[src/rtl/seq_multiplier_if.sv]
// Request/response bundle between the EX-stage issue logic and the iterative multiplier.
// Latency: none, wires only.
// Backpressure: none here; the requester must hold off while busy is high, and the unit ignores start while busy.
//
// Ports:
//   start   request pulse, only looked at while the unit is idle
//   op      00 MUL, 01 MULH, 10 MULHSU, 11 MULHU
//   rs1     multiplicand
//   rs2     multiplier
//   busy    operation in flight
//   done    one-cycle pulse; result is valid
//   result  registered result, held until the next done
interface seq_multiplier_if #(
    parameter int XLEN = 32
);
    logic            start;
    logic [1:0]      op;
    logic [XLEN-1:0] rs1;
    logic [XLEN-1:0] rs2;
    logic            busy;
    logic            done;
    logic [XLEN-1:0] result;

    // Issue side: EX-stage control that launches multiplies.
    modport master (
        output start,
        output op,
        output rs1,
        output rs2,
        input  busy,
        input  done,
        input  result
    );

    // Execution side: the multiplier itself.
    modport slave (
        input  start,
        input  op,
        input  rs1,
        input  rs2,
        output busy,
        output done,
        output result
    );
endinterface

[src/rtl/seq_multiplier.sv]
// Iterative RV32M multiplier (MUL/MULH/MULHSU/MULHU), shift-add, one multiplier bit per cycle.
// Latency: start sampled at edge N, done pulses in the cycle after edge N+XLEN+1.
// Backpressure: busy stays high while in flight; start is ignored while busy, with no queuing.
//
// Ports:
//   clk    rising-edge clock
//   rst_n  synchronous reset, active-low; aborts any operation in flight without a done pulse
//   bus    seq_multiplier_if slave: start/op/rs1/rs2 in, busy/done/result out

// One-bit full adder cell; XLEN of these form the accumulate ripple chain.
//
// Ports:
//   a, b, cin  addend bits and carry in
//   s, cout    sum bit and carry out
module full_adder (
    input  logic a,
    input  logic b,
    input  logic cin,
    output logic s,
    output logic cout
);
    assign s    = a ^ b ^ cin;
    assign cout = (a & b) | (cin & (a ^ b));
endmodule

module seq_multiplier #(
    parameter int XLEN = 32
) (
    input  logic              clk,
    input  logic              rst_n,
    seq_multiplier_if.slave   bus
);
    localparam int CW = $clog2(XLEN) + 1;

    localparam logic [1:0] OP_MUL    = 2'b00;
    localparam logic [1:0] OP_MULH   = 2'b01;
    localparam logic [1:0] OP_MULHSU = 2'b10;

    typedef enum logic [1:0] {
        IDLE = 2'b00,
        CALC = 2'b01,
        FIX  = 2'b10
    } state_t;

    state_t            state;
    logic [1:0]        op_q;
    logic              neg;
    logic [2*XLEN-1:0] acc;
    logic [XLEN-1:0]   mcand;
    logic [XLEN-1:0]   mplier;
    logic [CW-1:0]     count;
    logic              busy_q;
    logic              done_q;
    logic [XLEN-1:0]   result_q;

    // ------------------------------------------------------------------
    // Operand conditioning at issue: the core loop is an unsigned
    // multiply of magnitudes, the sign is re-applied once in FIX.
    // ------------------------------------------------------------------
    logic            rs1_signed;
    logic            rs2_signed;
    logic            rs1_neg;
    logic            rs2_neg;
    logic [XLEN-1:0] rs1_mag;
    logic [XLEN-1:0] rs2_mag;

    assign rs1_signed = (bus.op == OP_MULH) || (bus.op == OP_MULHSU);
    assign rs2_signed = (bus.op == OP_MULH);
    assign rs1_neg    = rs1_signed & bus.rs1[XLEN-1];
    assign rs2_neg    = rs2_signed & bus.rs2[XLEN-1];
    // Negating the most negative value yields the same bit pattern, which
    // read as unsigned is exactly 2^(XLEN-1), so no extra bit is needed.
    assign rs1_mag    = rs1_neg ? -bus.rs1 : bus.rs1;
    assign rs2_mag    = rs2_neg ? -bus.rs2 : bus.rs2;

    // ------------------------------------------------------------------
    // Partial-product add: upper accumulator half plus the multiplicand
    // (gated by the current multiplier LSB) through a ripple chain.
    // Each stage owns its carry so the chain is not one self-feeding vector.
    // ------------------------------------------------------------------
    logic [XLEN-1:0] acc_hi;
    logic [XLEN-1:0] addend;
    logic [XLEN-1:0] add_sum;
    logic            add_cout;

    assign acc_hi = acc[2*XLEN-1:XLEN];
    assign addend = mplier[0] ? mcand : '0;

    for (genvar i = 0; i < XLEN; i++) begin : g_fa
        logic ci;
        logic co;
        if (i == 0) begin : g_lsb
            assign ci = 1'b0;
        end else begin : g_chain
            assign ci = g_fa[i-1].co;
        end
        full_adder u_fa (
            .a    (acc_hi[i]),
            .b    (addend[i]),
            .cin  (ci),
            .s    (add_sum[i]),
            .cout (co)
        );
    end

    assign add_cout = g_fa[XLEN-1].co;

    // Signed correction of the full-width product, applied in FIX.
    logic [2*XLEN-1:0] prod_fix;
    assign prod_fix = neg ? -acc : acc;

    // ------------------------------------------------------------------
    // Control FSM and datapath registers.
    // ------------------------------------------------------------------
    always_ff @(posedge clk) begin
        if (!rst_n) begin
            state    <= IDLE;
            op_q     <= '0;
            neg      <= 1'b0;
            acc      <= '0;
            mcand    <= '0;
            mplier   <= '0;
            count    <= '0;
            busy_q   <= 1'b0;
            done_q   <= 1'b0;
            result_q <= '0;
        end else begin
            case (state)
                IDLE: begin
                    // A start in the done cycle lands here, giving
                    // back-to-back issue with no bubble.
                    done_q <= 1'b0;
                    if (bus.start) begin
                        op_q   <= bus.op;
                        mcand  <= rs1_mag;
                        mplier <= rs2_mag;
                        neg    <= rs1_neg ^ rs2_neg;
                        acc    <= '0;
                        count  <= '0;
                        busy_q <= 1'b1;
                        state  <= CALC;
                    end
                end

                CALC: begin
                    // Add result and carry shift down together; the low
                    // half of acc fills with finished product bits.
                    acc    <= {add_cout, add_sum, acc[XLEN-1:1]};
                    mplier <= mplier >> 1;
                    count  <= count + CW'(1);
                    if (count == CW'(XLEN - 1)) begin
                        state <= FIX;
                    end
                end

                FIX: begin
                    result_q <= (op_q == OP_MUL) ? prod_fix[XLEN-1:0]
                                                 : prod_fix[2*XLEN-1:XLEN];
                    done_q   <= 1'b1;
                    busy_q   <= 1'b0;
                    state    <= IDLE;
                end

                default: begin
                    state  <= IDLE;
                    busy_q <= 1'b0;
                    done_q <= 1'b0;
                end
            endcase
        end
    end

    assign bus.busy   = busy_q;
    assign bus.done   = done_q;
    assign bus.result = result_q;

endmodule

[src/flat_wrapper.sv]
// flat-port wrapper written by rule: the top's interface ports become plain ports
module seq_multiplier_flat 
#(
    parameter int XLEN = 32
)
  (clk, rst_n, bus_start, bus_op, bus_rs1, bus_rs2, bus_busy, bus_done, bus_result);
  seq_multiplier_if #(.XLEN(XLEN)) bus_i ();
  input  logic clk;
  input  logic rst_n;
  input wire logic [$bits(bus_i.start)-1:0] bus_start;
  input wire logic [$bits(bus_i.op)-1:0] bus_op;
  input wire logic [$bits(bus_i.rs1)-1:0] bus_rs1;
  input wire logic [$bits(bus_i.rs2)-1:0] bus_rs2;
  output wire logic [$bits(bus_i.busy)-1:0] bus_busy;
  output wire logic [$bits(bus_i.done)-1:0] bus_done;
  output wire logic [$bits(bus_i.result)-1:0] bus_result;
  assign bus_i.start = bus_start;
  assign bus_i.op = bus_op;
  assign bus_i.rs1 = bus_rs1;
  assign bus_i.rs2 = bus_rs2;
  assign bus_busy = bus_i.busy;
  assign bus_done = bus_i.done;
  assign bus_result = bus_i.result;
  seq_multiplier #(.XLEN(XLEN)) u_core (.clk(clk), .rst_n(rst_n), .bus(bus_i));
endmodule
[config.mk]
export PLATFORM = sky130hd
export DESIGN_NAME = seq_multiplier_flat
export DESIGN_NICKNAME = d
export VERILOG_FILES = /design/src/rtl/seq_multiplier_if.sv /design/src/rtl/seq_multiplier.sv /design/src/flat_wrapper.sv
export SDC_FILE = /design/constraint.sdc
export NUM_CORES = 1
export LEC_CHECK = 0
export CORE_ASPECT_RATIO = 1.75
export CORE_MARGIN = 2
export CORE_UTILIZATION = 40
export CTS_BUF_LIST = sky130_fd_sc_hd__clkbuf_8
export DETAILED_ROUTE_END_ITERATION = 10
export PLACE_DENSITY_LB_ADDON = 0.08
export REMOVE_ABC_BUFFERS = 1
export SLEW_MARGIN = 20
export SYNTH_ARGS = -nofsm -noshare
export SYNTH_HDL_FRONTEND = slang
export SYNTH_SLANG_ARGS = --single-unit
[constraint.sdc]
create_clock -name clk -period 19.36 [get_ports clk]
set_input_delay 3.872 -clock clk [delete_from_list [all_inputs] [get_ports clk]]
set_output_delay 3.872 -clock clk [all_outputs]
set_load 0.03 [all_outputs]
# Word level (Yosys, flattened, before mapping)
# Index checks and enable logic that the tools add are counted.
# W data, S select, Z words.
[word_totals]
register_bits = 173
[op_classes]
eq_ne = 7
add_sub_neg = 4
muxes = 17
bitwise_logic = 161
reduce_logical = 8
[ops]
columns = ["operator", "count"]
rows = [
  ["$mux W32", 5],
  ["$mux W64", 2],
  ["$pmux W64 S2", 1],
  ["$and A1 B1 Y1", 65],
  ["$neg A32 Y32", 2],
  ["$neg A64 Y64", 1],
  ["$pmux W32 S2", 1],
  ["$xor A1 B1 Y1", 64],
  ["$or A1 B1 Y1", 31],
  ["$pmux W6 S2", 1],
  ["$reduce_and A2 Y1", 4],
  ["$add A6 B1 Y6 const B", 1],
  ["$eq A6 B5 Y1 const B", 1],
  ["$mux W6", 1],
  ["$eq A2 B1 Y1 const B", 2],
  ["$eq A2 B2 Y1 const B", 2],
  ["$logic_not A2 Y1", 2],
  ["$mux W2", 2],
  ["$pmux W1 S2", 2],
  ["$pmux W2 S2", 1],
  ["$ne A2 B1 Y1 const B", 1],
  ["$ne A2 B2 Y1 const B", 1],
  ["$reduce_bool A2 Y1", 1],
  ["$logic_or A1 B1 Y1", 1],
  ["2 further kinds", 2],
]

# Longest topological paths before layout
[logic_depth]
word_depth = 65
mapped_depth = 39
ltp_nobuf = 39

# By module
# From an unflattened synthesis, not the netlist that was laid out.
[unflattened]
hier_cells = 1177
hier_area_um2 = 10159.7
[by_module_without_submodules]
columns = ["module", "seq_area_each_um2", "cells_per_inst", "area_each_um2", "n_inst"]
rows = [
  ["seq_multiplier", 3463.3, 1145, 9519.1, 1],
  ["full_adder", 0.0, 1, 20.0, 32],
]

# Least setup slack after synthesis
# Ideal clock, no wire load.
[synth_timing]
path_kind = "register -> register"
start = "register u_core.mplier[0]"
end = "register u_core.acc[62]"
stages_incl_launch_ff = 39
arrival_time_ps = 12693
synth_period_minus_slack_ps = 12820
slack_ps = 6540
cell_sequence = "dfxtp_1 clkbuf_1 nand2_1 fa_1 fa_1 fa_1 fa_1 fa_1 fa_1 fa_1 fa_1 fa_1 fa_1 fa_1 fa_1 fa_1 fa_1 fa_1 [3 not listed] fa_1 fa_1 fa_1 fa_1 fa_1 fa_1 fa_1 fa_1 fa_1 fa_1 fa_1 inv_1 fa_1 inv_1 fa_1 nor2_1 a31oi_1 nor2_1"
[synth_via]
elab_chain_cells = 64
[synth_rtl]
columns = ["element", "line", "text"]
rows = [
  ["start, declared", "seq_multiplier.sv:50", "logic [XLEN-1:0] mplier;"],
  ["start signal, assigned", "seq_multiplier.sv:136", "mplier <= rs2_mag;"],
  ["start signal, assigned", "seq_multiplier.sv:149", "mplier <= mplier >> 1;"],
  ["$mux W32 *", "seq_multiplier.sv:87", "assign addend = mplier[0] ? mcand : '0;"],
  ["$and A1 B1 Y1 / $xor A1 B1 Y1 (equally long branches)", "seq_multiplier.sv:23", "assign cout = (a & b) | (cin & (a ^ b));"],
  ["$and A1 B1 Y1", "seq_multiplier.sv:23", ""],
  ["$or A1 B1 Y1", "seq_multiplier.sv:23", ""],
  ["$and A1 B1 Y1", "seq_multiplier.sv:23", ""],
  ["$or A1 B1 Y1", "seq_multiplier.sv:23", ""],
  ["$and A1 B1 Y1", "seq_multiplier.sv:23", ""],
  ["$or A1 B1 Y1", "seq_multiplier.sv:23", ""],
  ["[48 not listed]", "-", ""],
  ["$and A1 B1 Y1", "seq_multiplier.sv:23", ""],
  ["$or A1 B1 Y1", "seq_multiplier.sv:23", ""],
  ["$and A1 B1 Y1", "seq_multiplier.sv:23", ""],
  ["$or A1 B1 Y1", "seq_multiplier.sv:23", ""],
  ["$and A1 B1 Y1", "seq_multiplier.sv:23", ""],
  ["$or A1 B1 Y1", "seq_multiplier.sv:23", ""],
  ["$xor A1 B1 Y1 *", "seq_multiplier.sv:22", "assign s = a ^ b ^ cin;"],
  ["$pmux W64 S2 *", "seq_multiplier.sv:128", "case (state)"],
  ["end signal, assigned", "seq_multiplier.sv:148", "acc <= {add_cout, add_sum, acc[XLEN-1:1]};"],
  ["end, declared", "seq_multiplier.sv:48", "logic [2*XLEN-1:0] acc;"],
]
# Mark *: on every way between the ends. The rest lies on a longest branch, timed or not.
# A chain may end at the register's enable or synchronous reset.

# Worst setup path in the final report
# Same ends and word-level chain as after synthesis.

==> impl_metrics.py <==
metrics = {
    "synthesis": {
        "syn_area_um2": 10300,
        "synth.area.mux_share": 0.00692,
        "synth.yosys.seq_area_share": 0.336,
        "synth_top_family_by_area": "simple AND/OR/NAND/NOR gates",
        "ys_async_sr_fraction": 0,
        "synth.distinct_cells": 72,
        "synthesis.instances": 1319,
        "synth.yosys.warnings": 0,
        "postSynth.topFlopCell": "dfxtp_1",
        "simple_gate_fraction_of_synth_area": 0.236,
        "synth_edf_count": 0,
        "syn-mean-instance-area_um2": 7.82,
        "yosys.area_share.xor_xnor": 0.0798,
        "synth_compound_gate_area_share": 0.221,
        "yosys_register_bits": 173,
        "yosys.area_share.adder": 0.0675,
    },
    "job": {
        "timing.max_cap.violations": 0,
    },
    "routing": {
        "detail_route.wl_per_cell_um": 18.9,
        "drc_errors": 0,
        "antenna_nets_post_route": 0,
        "drt_iter0_drc": 531,
        "drt-pass1-iter-count": 5,
        "route.final.wire_length_um": 32000,
        "vias": 9741,
        "route.detailed.vias_per_inst": 5.76,
    },
    "timing": {
        "final_period_utilization": 0.717,
        "max-slew-margin-rel": 0.335,
        "grt_setup_unrepaired": "no",
        "fmaxAchievable_ghz": 0.0721,
        "worstMarginPinSlew_ps": 984,
        "finalSetupViolCount": 0,
        "finalSetupTns_ps": 0,
        "clock-skew-final_ps": 11.2,
        "maxSlewViolCount": 0,
        "final_hold_fails": 0,
        "minimum_period_implied_by_the_final_worst_setup_slack_ps": 13870,
    },
    "place": {
        "dp.cells": 1660,
        "detailedPlacementHpwl_um": 23000,
        "placement.io_buffers": 102,
        "gpl.final_weighted_congestion": 0.810,
    },
    "cts": {
        "clock_insertion_delay_worst_skew_ps": 510,
        "tritoncts": "done",
        "numClockSinks": 173,
        "numCtsBuffers": 17,
        "cts.repair.resized": 0,
        "max-clock-path-buffers": 2,
        "cts-hold-fix-buffers": 0,
        "htree_levels": 4,
        "post-cts-setup-buffer-count": 0,
        "cts.clk_slew.worst_paths_ps": 90,
        "root_buffer": "clkbuf_8",
    },
    "floorplan": {
        "die_area_um2": 27100,
        "boundaryPins": 103,
        "placement_rows": 77,
        "die_height_um": 216,
        "placeableCoreArea_um2": 25300,
        "floorplan.die.width_um": 125,
        "floorplan.initialDensity": 0.407,
    },
    "final_layout": {
        "ant_cells": 0,
        "post_layout_cell_count": 1692,
        "net_count_of_the_finished_layout": 1469,
        "finalCoreUtilization": 0.472,
        "seq_area_um2": 3460,
        "layout-drive-gt1-share": 0.0538,
        "layout_commonest_cell": "dfxtp_1",
        "final_cell_mix": "173 x dfxtp_1, 155 x nor2_1, 154 x nand2_1",
        "fillerInstances": 2595,
        "area_growth_pct": 15.9,
        "multi_input_comb_area_um2": 6330,
    },
    "power_and_ir_drop": {
        "p_per_area_nw_per_um2": 64.3,
        "ir_worst_vdd_uv": 45.1,
        "power.switching_mw": 0.221,
        "power_frac_comb": 0.153,
        "pwr-share-seq": 0.489,
        "static_leakage_nw": 4.02,
        "p_clk_frac": 0.359,
        "p_int_mw": 0.548,
        "power_switching_share": 0.287,
    },
    "global_route": {
        "grt_max_degree": 90,
        "first_global_vias": 9581,
        "grt-ovfl-total": 0,
        "global_route_wire_length_before_repair_um": 51300,
        "grt_antenna_before_repair": 0,
        "grt_use_total": 0.237,
    },
    "critical_path": {
        "worst-endpoint-arrival_ps": 14250,
        "setup.worst_path.class": "reg -> reg",
        "cpMaxStageDelayCell": "dfxtp_1",
        "cp_slowest_stage_delay_ps": 490,
        "critical_path_start_type": "register",
        "worst_path_most_repeated_cell": "fa_1",
        "required_time_worst_endpoint_ps": 19740,
        "path_max_fanout": 24,
        "critPathCaptureType": "register",
    },
    "run_status": {
        "status": "complete, no violations",
    },
    "min_path": {
        "hold_path_class": "reg -> reg",
    },
}
-- layer usage --
metal / global-route usage / share of wire
met1: 0.252 / 0.39
met2: 0.442 / 0.53
met3: 0.0459 / 0.040
met4: 0.118 / 0.044
met5: 0 / 0
-- cell families after synthesis --
group                      count (synthesis)
DFF                                      173
muxes                                      7
xor gates and xnor gates                  94
AOI/OAI and AO/OA                        356
adders and majority gates                 37
and+or+nand+nor                          509
buffers and inverters                    143
-- power by group through the flow --
stage                     clock [mW]  sequential [mW]  combinational, mW
final                          0.276            0.376              0.117
after CTS                      0.283            0.376              0.118
after floorplan                    0            0.384             0.0682
after detailed placement           0            0.384              0.117
after global placement             0            0.384              0.117
after global routing           0.298            0.378              0.130
-- stage by stage --
step / instance area [µm²] / hold WS, ps / setup slack, ps / power (mW)
2_1_floorplan: 9940 / 432 / 5990 / 0.452
3_5_place_dp: 11500 / 432 / 5490 / 0.501
4_1_cts: 11900 / 445 / 5450 / 0.777
5_1_grt: 11900 / 458 / 4950 / 0.805
3_3_place_gp: 11500 / 426 / 5570 / 0.501
6_report: 11900 / 443 / 5490 / 0.769
-- state kept, by name, summed over array words and instances (netlist names) --
name	flops
u_core.mplier	32
u_core.neg	1
u_core.bus.result	32
u_core.mcand	32
u_core.count	6
u_core.bus.busy	1
u_core.acc	64
u_core.bus.done	1
u_core.state	2
u_core.op_q	2
-- Yosys cell counts, drive strengths merged, types with 3 or more instances --
cell / instances / area [µm²]
dfxtp: 173 / 3460
nor2: 157 / 589
nand2: 155 / 584
a21oi: 115 / 576
clkbuf: 84 / 315
nand3: 61 / 305
a31oi: 49 / 307
o21ai: 48 / 240
xnor2: 48 / 420
inv: 46 / 173
xor2: 46 / 403
fa: 31 / 621
nor3: 29 / 145
a211oi: 24 / 185
a22oi: 21 / 158
nor4: 18 / 164
o31ai: 18 / 135
o22ai: 17 / 106
or3: 16 / 100
or4: 15 / 120
and3: 12 / 75.1
buf: 12 / 53.8
nand4: 9 / 56.3
a311oi: 8 / 70.1
o41ai: 8 / 77.6
ha: 6 / 75.1
mux2i: 6 / 60.1
nand3b: 6 / 45.0
o211ai: 6 / 45.0
o221ai: 6 / 52.6
a22o: 5 / 43.8
or2: 5 / 31.3
a221oi: 4 / 35.0
nand2b: 4 / 25.0
nor2b: 4 / 25.0
nor3b: 4 / 35.0
a32o: 3 / 30.0
and2: 3 / 18.8
and4: 3 / 26.3
nand4b: 3 / 26.3
o311ai: 3 / 33.8
-- final timing paths --
check                       startpoint                    to  slack, ps  depth (start not counted)
setup reg to reg      u_core.mplier[0]        u_core.acc[62]       5490                         40
setup / recovery      u_core.mplier[0]        u_core.acc[62]       5490                         40
hold / removal    u_core.bus.result[3]  u_core.bus.result[3]        440                          2
hold reg to reg   u_core.bus.result[3]  u_core.bus.result[3]        440                          2
-- layout make-up --
type                    count  share of cell area
repair buffers            121              0.0974
clock inverters            12              0.0120
flip-flops and latches    173               0.290
clock buffers              20              0.0230
inverters                  47              0.0150
well taps                 316              0.0331
multi-input cells        1003               0.530
-- worst max-delay path, delay by kind of cell (launching register included) --
kind / cells / cell delay, ps
AO/OA/AOI/OAI: 1 / 150
adder cells (fa/ha/maj): 32 / 12340
buffers and inverters: 4 / 490
flip-flops: 1 / 490
AND/OR/NAND/NOR: 3 / 260
No activity file was read; power rests on OpenSTA's default activity.
